$ cat config.mk
export PLATFORM = sky130hd
export DESIGN_NAME = fifo_write_arbiter
export DESIGN_NICKNAME = d
export VERILOG_FILES = /design/src/rtl/fifo_arb_pkg.sv /design/src/rtl/rr_pick.sv /design/src/rtl/fifo_write_arbiter.sv
export SDC_FILE = /design/constraint.sdc
export NUM_CORES = 1
export LEC_CHECK = 0
export BUFFER_PORTS_ARGS = -buffer_cell sky130_fd_sc_hd__buf_2
export CAP_MARGIN = 5
export CORE_ASPECT_RATIO = 0.8
export CORE_MARGIN = 10
export CORE_UTILIZATION = 40
export DETAILED_ROUTE_END_ITERATION = 16
export PLACE_DENSITY_LB_ADDON = 0.12
export SYNTH_ARGS = -nofsm -noshare
export SYNTH_HDL_FRONTEND = slang
export SYNTH_SLANG_ARGS = --single-unit
$ cat constraint.sdc
create_clock -name wclk -period 4.5 [get_ports wclk]
set_clock_uncertainty 0.2 [all_clocks]
set_input_delay 1.35 -clock wclk [delete_from_list [all_inputs] [get_ports wclk]]
set_output_delay 1.35 -clock wclk [all_outputs]
set_load 0.05 [all_outputs]
$ cat src/rtl/fifo_arb_pkg.sv
// fifo_arb_pkg: shared parameter defaults and FSM state encoding for the FIFO write arbiter
package fifo_arb_pkg;
  localparam int NREQ_DEF = 4;
  localparam int DW_DEF = 8;
  localparam int MAX_BURST_DEF = 4;
  localparam int CNT_W_DEF = 16;
  typedef enum logic {IDLE = 1'b0, BURST = 1'b1} arb_state_e;
endpackage

$ cat src/rtl/rr_pick.sv
// rr_pick: first eligible index at or above rr_ptr, wrapping around
module rr_pick
  import fifo_arb_pkg::*;
#(
  parameter int N = NREQ_DEF,
  parameter int IW = $clog2(N)
) (
  input  logic [N-1:0]  eligible,
  input  logic [IW-1:0] rr_ptr,
  output logic          valid,
  output logic [IW-1:0] index
);
  function automatic logic [IW-1:0] wrap(input logic [IW-1:0] p, input int k);
    return IW'((int'(p) + k) % N);
  endfunction
  // scan offsets from farthest to nearest so the nearest eligible index wins
  always_comb begin
    valid = |eligible;
    index = '0;
    for (int k = N - 1; k >= 0; k--) begin
      if (eligible[wrap(rr_ptr, k)]) index = wrap(rr_ptr, k);
    end
  end
endmodule

$ cat src/rtl/fifo_write_arbiter.sv
// fifo_write_arbiter: burst-locked round-robin arbiter driving a FIFO write port
module fifo_write_arbiter
  import fifo_arb_pkg::*;
#(
  parameter int NREQ = NREQ_DEF,
  parameter int DW = DW_DEF,
  parameter int MAX_BURST = MAX_BURST_DEF,
  parameter int CNT_W = CNT_W_DEF
) (
  input  logic                     wclk,
  input  logic                     rst,
  input  logic [NREQ-1:0]          req,
  input  logic [NREQ*DW-1:0]       req_data,
  input  logic [NREQ-1:0]          enable,
  input  logic                     fifo_full,
  input  logic                     cnt_clr,
  input  logic [$clog2(NREQ)-1:0]  cnt_sel,
  output logic [NREQ-1:0]          gnt,
  output logic                     signal_write,
  output logic [DW-1:0]            write_data,
  output logic [$clog2(NREQ)-1:0]  owner,
  output logic                     busy,
  output logic [CNT_W-1:0]         cnt_out
);
  localparam int IW = $clog2(NREQ);
  localparam int BW = $clog2(MAX_BURST + 1);
  arb_state_e state;
  logic [BW-1:0] beats;
  logic [IW-1:0] rr_ptr, pick_idx, win_idx;
  logic [NREQ-1:0] eligible;
  logic pick_valid, hold, fire;
  logic [CNT_W-1:0] cnt [NREQ];
  rr_pick #(.N(NREQ), .IW(IW)) u_pick (
    .eligible(eligible),
    .rr_ptr(rr_ptr),
    .valid(pick_valid),
    .index(pick_idx)
  );
  assign eligible = req & enable;
  assign hold = state == BURST && eligible[owner] && beats < BW'(MAX_BURST);
  assign win_idx = hold ? owner : pick_idx;
  assign fire = rst && !fifo_full && (hold || pick_valid);
  assign gnt = fire ? NREQ'(1) << win_idx : '0;
  assign signal_write = fire;
  assign write_data = fire ? req_data[win_idx*DW +: DW] : '0;
  assign busy = state == BURST;
  assign cnt_out = cnt[cnt_sel];
  // burst FSM: keep the owner while it stays eligible, otherwise rotate; a full FIFO freezes everything
  always_ff @(posedge wclk or negedge rst) begin
    if (!rst) begin
      state <= IDLE;
      owner <= '0;
      rr_ptr <= '0;
      beats <= '0;
    end else if (!fifo_full) begin
      if (hold) beats <= beats + 1'b1;
      else if (pick_valid) begin
        state <= BURST;
        owner <= pick_idx;
        beats <= BW'(1);
        rr_ptr <= pick_idx == IW'(NREQ - 1) ? '0 : pick_idx + 1'b1;
      end else state <= IDLE;
    end
  end
  // per-requester saturating word counters; clear wins over a same-cycle grant
  always_ff @(posedge wclk or negedge rst) begin
    if (!rst) begin
      for (int i = 0; i < NREQ; i++) cnt[i] <= '0;
    end else begin
      for (int i = 0; i < NREQ; i++) begin
        if (cnt_clr) cnt[i] <= '0;
        else if (gnt[i] && !(&cnt[i])) cnt[i] <= cnt[i] + 1'b1;
      end
    end
  end
endmodule

==> flow_metrics.py, run 1 <==
metrics = {
    "sta": {
        "period_minus_slack_ps": 4470,
        "setup_slack_ps": 29.9,
        "rsz0062_at_grt": "yes",
        "tightest_slew_ps": 957,
        "slew_viol_final": 0,
        "hold_ws_ps": 310,
        "relSlewSlack_pct": 36.2,
        "period_share_pct": 99.3,
        "finalSetupViolCount": 0,
        "fmaxAchievable_mhz": 224,
        "hold_violations": 0,
    },
    "setup_path": {
        "cp_slowest_stage_delay_ps": 290,
        "endpoint_kind": "primary output",
        "startpoint_type": "primary input",
        "cp_num_buf_inv": 4,
        "required_ps": 2950,
        "path_max_fanout": 6,
        "arrival_ps": 2920,
        "crit_slowest_cell": "o221a_4",
        "cp_top_family": "compound AO/OA/AOI/OAI gates",
        "critPathKind": "in2out",
        "critical_path_depth": 9,
        "worstRegToRegCells": 11,
        "crit_path_cell_trace": "buf_6 > nand2_2 > mux2_4 > o221a_4 > buf_6 > o211ai_4 > buf_12 > o22ai_4 > buf_6",
        "crit_top_cell": "buf_6",
    },
    "route": {
        "wire_per_inst_um": 19.3,
        "vias": 4285,
        "drc": 0,
        "drtPass1Iterations": 5,
        "ant_nets": 0,
        "initialDrtViolationCount": 315,
        "vias_per_cell": 5.91,
        "wl_um": 14000,
    },
    "place": {
        "hpwl_um": 9950,
        "gp_congestion": 0.896,
        "io_buffers": 77,
        "dpl.cell_count": 700,
        "post-place-ws_ps": -191,
    },
    "finish": {
        "area_growth_pct": 34.3,
        "multi_input_area_sq_um": 2930,
        "regArea_sq_um": 1800,
        "utilization_pct": 55.6,
        "num_antenna_cells": 0,
        "fin_nets": 627,
        "final_cells": 725,
        "drive_gt1_share_pct": 34.6,
        "nFillCells": 937,
    },
    "global_route": {
        "overflow": 0,
        "grt_pass1_vias": 4177,
        "grt_max_degree": 73,
        "grt_pass1_wl_um": 22700,
        "antenna_found_initial": 0,
        "grtUsageTotal_pct": 17.3,
    },
    "power": {
        "p_total_uw": 2090,
        "p_leak_uw": 0.00246,
        "powerDensity_nw_per_um2": 341,
        "ir_drop_v": 0.000185,
    },
    "synth": {
        "synth_ff_type": "dfrtp_1",
        "ys_async_sr_fraction_pct": 100,
        "syn_area_per_cell_sq_um": 9.60,
        "synth_edf_count": 0,
        "ys_seq_elements": 72,
        "ys_warn_count": 0,
        "netlist_instances": 475,
        "synth_area_sq_um": 4560,
        "yosysTopAreaCellShare_pct": 39.5,
        "yosys-top-cells-area": "dfrtp_1 (40%), mux4_2 (7.9%), or3_1 (4.5%)",
        "synth_cell_type_count": 52,
        "synth_nets": 526,
        "yosys.area.top_type": "dfrtp_1",
        "yosysSeqAreaShare_pct": 39.5,
    },
    "min_path": {
        "hold_class": "reg2reg",
        "min_path_cells": 1,
    },
    "floorplanning": {
        "row_count": 34,
        "die_h_um": 115,
        "core_area_sq_um": 11000,
        "dieWidth_um": 139,
        "initial_core_util_pct": 41.4,
        "ios": 78,
        "die-area_sq_um": 16100,
    },
    "flow_run": {
        "cap_violations": 0,
    },
    "clocking": {
        "clockRootBuffer": "clkbuf_16",
        "cts_made_buffers": 9,
        "clk_latency_ps": 340,
        "tritoncts": "done",
        "cts_max_level": 3,
        "cts_hold_buf": 0,
        "clk_pin_slew_ps": 50,
        "clock_path_buffers": 2,
        "clock-sinks": 72,
    },
    "status": {
        "run_status": "complete, no violations",
    },
}
-- worst paths after layout --
path,from,endpoint,slack [ps]
max,req[0],write_data[5],30
min,beats[0]$_DFFE_PN0P_,beats[0]$_DFFE_PN0P_,310
max reg2reg,owner[1]$_DFFE_PN0P_,cnt[57]$_DFFE_PN0P_,1050
min reg2reg,beats[0]$_DFFE_PN0P_,beats[0]$_DFFE_PN0P_,310
max in group asynchronous,rst,cnt[45]$_DFFE_PN0P_,2420
min in group asynchronous,rst,beats[2]$_DFFE_PN0P_,1050
-- worst reg2reg max path, cell delays in order (launching register included) --
cell and delay, ps:
dfrtp_1 480, nand3b_4 220, a2111oi_4 330, a31oi_2 90, buf_4 160, buf_4 140
a21oi_2 340, buf_4 290, nand4_2 310, buf_4 300, or3_1 350, a21oi_1 160
-- cells in the mapped netlist (2+ instances only) --
cell type / count
buf_2: 4
a21oi_1: 41
nor4b_1: 4
and2_1: 2
dfrtp_1: 72
a21o_1: 2
inv_1: 15
nor3b_1: 2
ha_1: 5
mux4_2: 16
nand4_1: 16
or3_1: 33
o22ai_1: 8
o21ai_0: 38
nand3_1: 25
or4_1: 11
mux2_2: 3
a31oi_1: 2
and4_1: 8
a22o_1: 2
mux2i_1: 20
clkbuf_1: 17
o31ai_1: 10
and3_1: 4
xnor2_1: 13
nand2_1: 26
a31o_2: 2
or2_2: 3
nor2b_1: 4
xor2_1: 5
nand2b_1: 3
nor3_1: 5
nor4_1: 3
nor2_1: 33
-- logic make-up (layout without fill, tap and decap cells) --
family                   after synthesis  after routing  synth area share (%)
AND/OR/NAND/NOR                      188            188                  23.6
buffers and inverters                 38            144                  3.40
adder cells (fa/ha/maj)                5              5                  1.37
multiplexers                          40             40                  13.3
XOR/XNOR                              18             18                  3.46
flip-flops                            72             72                  39.5
AO/OA/AOI/OAI                        114            114                  15.3
-- registers in the layout (all words and copies together) (netlist names) --
name	flops
beats	3
cnt	64
rr_ptr	2
busy	1
owner	2
-- cells in the final DEF (no fill, tap or decap), types with 5 or more instances in the layout --
cell type	synthesis	layout
xnor2_1	13	13
inv_1	15	14
ha_1	5	5
nand2_1	26	22
nor3_1	5	5
mux4_2	16	16
a21oi_1	41	41
nand4_1	16	16
or4_1	11	11
xor2_1	5	5
and4_1	8	8
nand3_1	25	24
o21ai_0	38	36
o31ai_1	10	10
or3_1	33	33
nor2_1	33	29
o22ai_4	0	8
mux2i_4	0	5
buf_4	0	31
buf_6	1	14
mux2i_2	0	11
clkbuf_16	0	9
buf_2	4	61
nor2_4	1	5
dfrtp_1	72	72
-- through the flow --
stage                     instance area [sq um]  setup TNS (ps)
after floorplan                            4760            -311
after global placement                     5420            -781
after detailed placement                   5420           -1720
after CTS                                  6100               0
after global routing                       6120            -324
final                                      6120               0
-- report_power, final --
group          switching (uW)  internal (uW)  leakage (uW)
Combinational             355            293       0.00132
Sequential               42.2            674      0.000992
Clock                     264            458      0.000150
Total                     661           1420       0.00246
-- area by class of cell --
cell class	count	share of cell area [%]
multi-input combinational	365	47.9
sequential	72	29.4
timing repair buffer	113	13.9
clock buffer	13	4.25
tap	144	2.94
inverter	15	0.919
clock inverter	3	0.654
-- metal layers --
metal / wire length (um) / GRT usage [%] / share of wire, %
met3: 902 / 4.82 / 6.4
met5: 0 / 0 / 0
met4: 167 / 4.58 / 1.2
met1: 6290 / 22.6 / 45
met2: 6640 / 27.8 / 47
-- timing repair --
action	in CTS	in global routing
pin swaps	13	3
resized for setup	67	4
setup buffers	5	2
setup endpoints to repair	11	9
cloned	3	0
Note: power is estimated with default switching activity, not from simulation.
==> inputs of run 2 (changes only) <==
Settings changed: MAX_ROUTING_LAYER set to met4.
==> flow_metrics.py, run 2 (synthesis results as in run 1) <==
metrics = {
    "power": {
        "p_leak_uw": 0.00246,
        "p_total_uw": 2090,
        "powerDensity_nw_per_um2": 341,
        "ir_drop_v": 0.000185,
    },
    "route": {
        "drc": 0,
        "wl_met2_um": 6620,
        "vias": 4256,
        "dr_wl_met3_um": 943,
        "ant_nets": 0,
        "drtPass1Iterations": 5,
        "initialDrtViolationCount": 354,
        "vias_per_cell": 5.87,
        "wl_um": 14000,
        "m1WireLength_um": 6270,
        "routed.top_layer": "met4",
        "wire_per_inst_um": 19.3,
    },
    "sta": {
        "finalSetupViolCount": 0,
        "tightest_slew_ps": 962,
        "fmaxAchievable_mhz": 224,
        "period_share_pct": 99.3,
        "relSlewSlack_pct": 35.9,
        "finalSetupTns_ps": 0,
        "rsz0062_at_grt": "yes",
        "slew_viol_final": 0,
        "hold_violations": 0,
        "period_minus_slack_ps": 4470,
    },
    "finish": {
        "mostFrequentLayoutCells": "dfrtp_1 (72), buf_2 (61), a21oi_1 (41)",
        "final_common_cell": "dfrtp_1",
        "largest-register": "cnt",
        "largest_register_ffs": 64,
        "num_antenna_cells": 0,
        "reg.largest.list": "cnt (64), beats (3)",
        "final_area_sq_um": 6120,
        "area_growth_pct": 34.3,
        "drive_gt1_share_pct": 34.6,
        "nFillCells": 937,
        "final_cells": 725,
        "fin_nets": 627,
    },
    "setup_path": {
        "arrival_ps": 2920,
        "r2r_start": "owner[1]$_DFFE_PN0P_",
        "regToRegSetupSlack_ps": 1060,
        "startpoint_type": "primary input",
        "critPathCapture": "write_data[6]",
        "critPathKind": "in2out",
        "endpoint_kind": "primary output",
        "worstRegToRegCells": 11,
        "crit_start": "req[2]",
        "required_ps": 2950,
        "r2r_end": "cnt[55]$_DFFE_PN0P_",
        "path_max_fanout": 9,
    },
    "clocking": {
        "clockRootBuffer": "clkbuf_16",
        "tritoncts": "done",
        "clk_latency_ps": 330,
        "clock-sinks": 72,
        "cts_max_level": 3,
        "clk_pin_slew_ps": 50,
        "clock_path_buffers": 2,
        "cts_made_buffers": 9,
    },
    "min_path": {
        "hold_class": "reg2reg",
    },
    "floorplanning": {
        "dieWidth_um": 139,
        "ios": 78,
        "die_h_um": 115,
        "core_area_sq_um": 11000,
        "initial_core_util_pct": 41.4,
        "row_count": 34,
        "die-area_sq_um": 16100,
    },
    "place": {
        "gp_congestion": 0.912,
        "hpwl_um": 9950,
        "io_buffers": 77,
        "place_area_sq_um": 5420,
        "dpl.cell_count": 700,
    },
    "global_route": {
        "grtUsageTotal_pct": 17.8,
        "grt_pass1_vias": 4173,
        "antenna_found_initial": 0,
        "grt_max_degree": 73,
        "overflow": 0,
        "grt_pass1_wl_um": 22700,
    },
    "status": {
        "run_status": "complete, no violations",
    },
    "flow_run": {
        "cap_violations": 0,
    },
}
[run 2: cell counts in the layout (fill, tap and decap cells not counted)]
Identical to the previous run, type by type.
[run 2: final cells by class]
| class | instances | area (sq um) | share of cell area (%) |
|---|---|---|---|
| clock inverter | 3 | 40.0 | 0.654 |
| tap | 144 | 180 | 2.94 |
| inverter | 15 | 56.3 | 0.919 |
| clock buffer | 13 | 260 | 4.25 |
| multi-input combinational | 365 | 2930 | 47.9 |
| sequential | 72 | 1800 | 29.4 |
| timing repair buffer | 113 | 853 | 13.9 |
[run 2: worst min path at each step]
stage,startpoint,depth (start not counted),slack [ps],end
after floorplan,beats[0]$_DFFE_PN0P_,1,260,beats[0]$_DFFE_PN0P_
after global placement,beats[0]$_DFFE_PN0P_,1,290,beats[0]$_DFFE_PN0P_
after detailed placement,beats[0]$_DFFE_PN0P_,1,300,beats[0]$_DFFE_PN0P_
after CTS,beats[0]$_DFFE_PN0P_,1,310,beats[0]$_DFFE_PN0P_
after global routing,beats[0]$_DFFE_PN0P_,1,320,beats[0]$_DFFE_PN0P_
final,beats[0]$_DFFE_PN0P_,1,310,beats[0]$_DFFE_PN0P_
[run 2: worst max-delay path: stages]
cell	delay, ps
buf_8	90
nand3_4	70
a2111oi_4	380
a31oi_2	90
a21o_4	270
buf_12	160
mux2i_2	170
o22ai_4	160
buf_6	180
[run 2: per-layer routing]
metal / GRT usage (%) / vias to the layer above
met5: - / -
met4: 4.58 / 0
met3: 4.62 / 11
met2: 27.6 / 124
met1: 22.9 / 2112
li1: - / 2009
[run 2: metrics by stage]
| stage | util [%] | hold slack (ps) | worst slack (ps) |
|---|---|---|---|
| finish | 55.6 | 308 | 31.4 |
| global route | 55.6 | 320 | -46.8 |
| CTS | 55.3 | 307 | 5.00 |
| detailed placement | 49.2 | 297 | -191 |
| global placement | 49.2 | 288 | -91.9 |
| floorplan | - | 261 | -43.9 |
[run 2: power by group]
part	switching [uW]	leakage [uW]	internal, uW
clock	264	0.000150	458
combinational	356	0.00132	293
sequential	42.2	0.000992	674
[run 2: timing repair]
item                                    4_1_cts  5_1_grt
pin swaps                                    13        3
gates resized for setup                      67        4
endpoints found under the setup margin       11        9
hold buffers                                  0        0
buffers inserted                              5        2
cloned                                        3        0
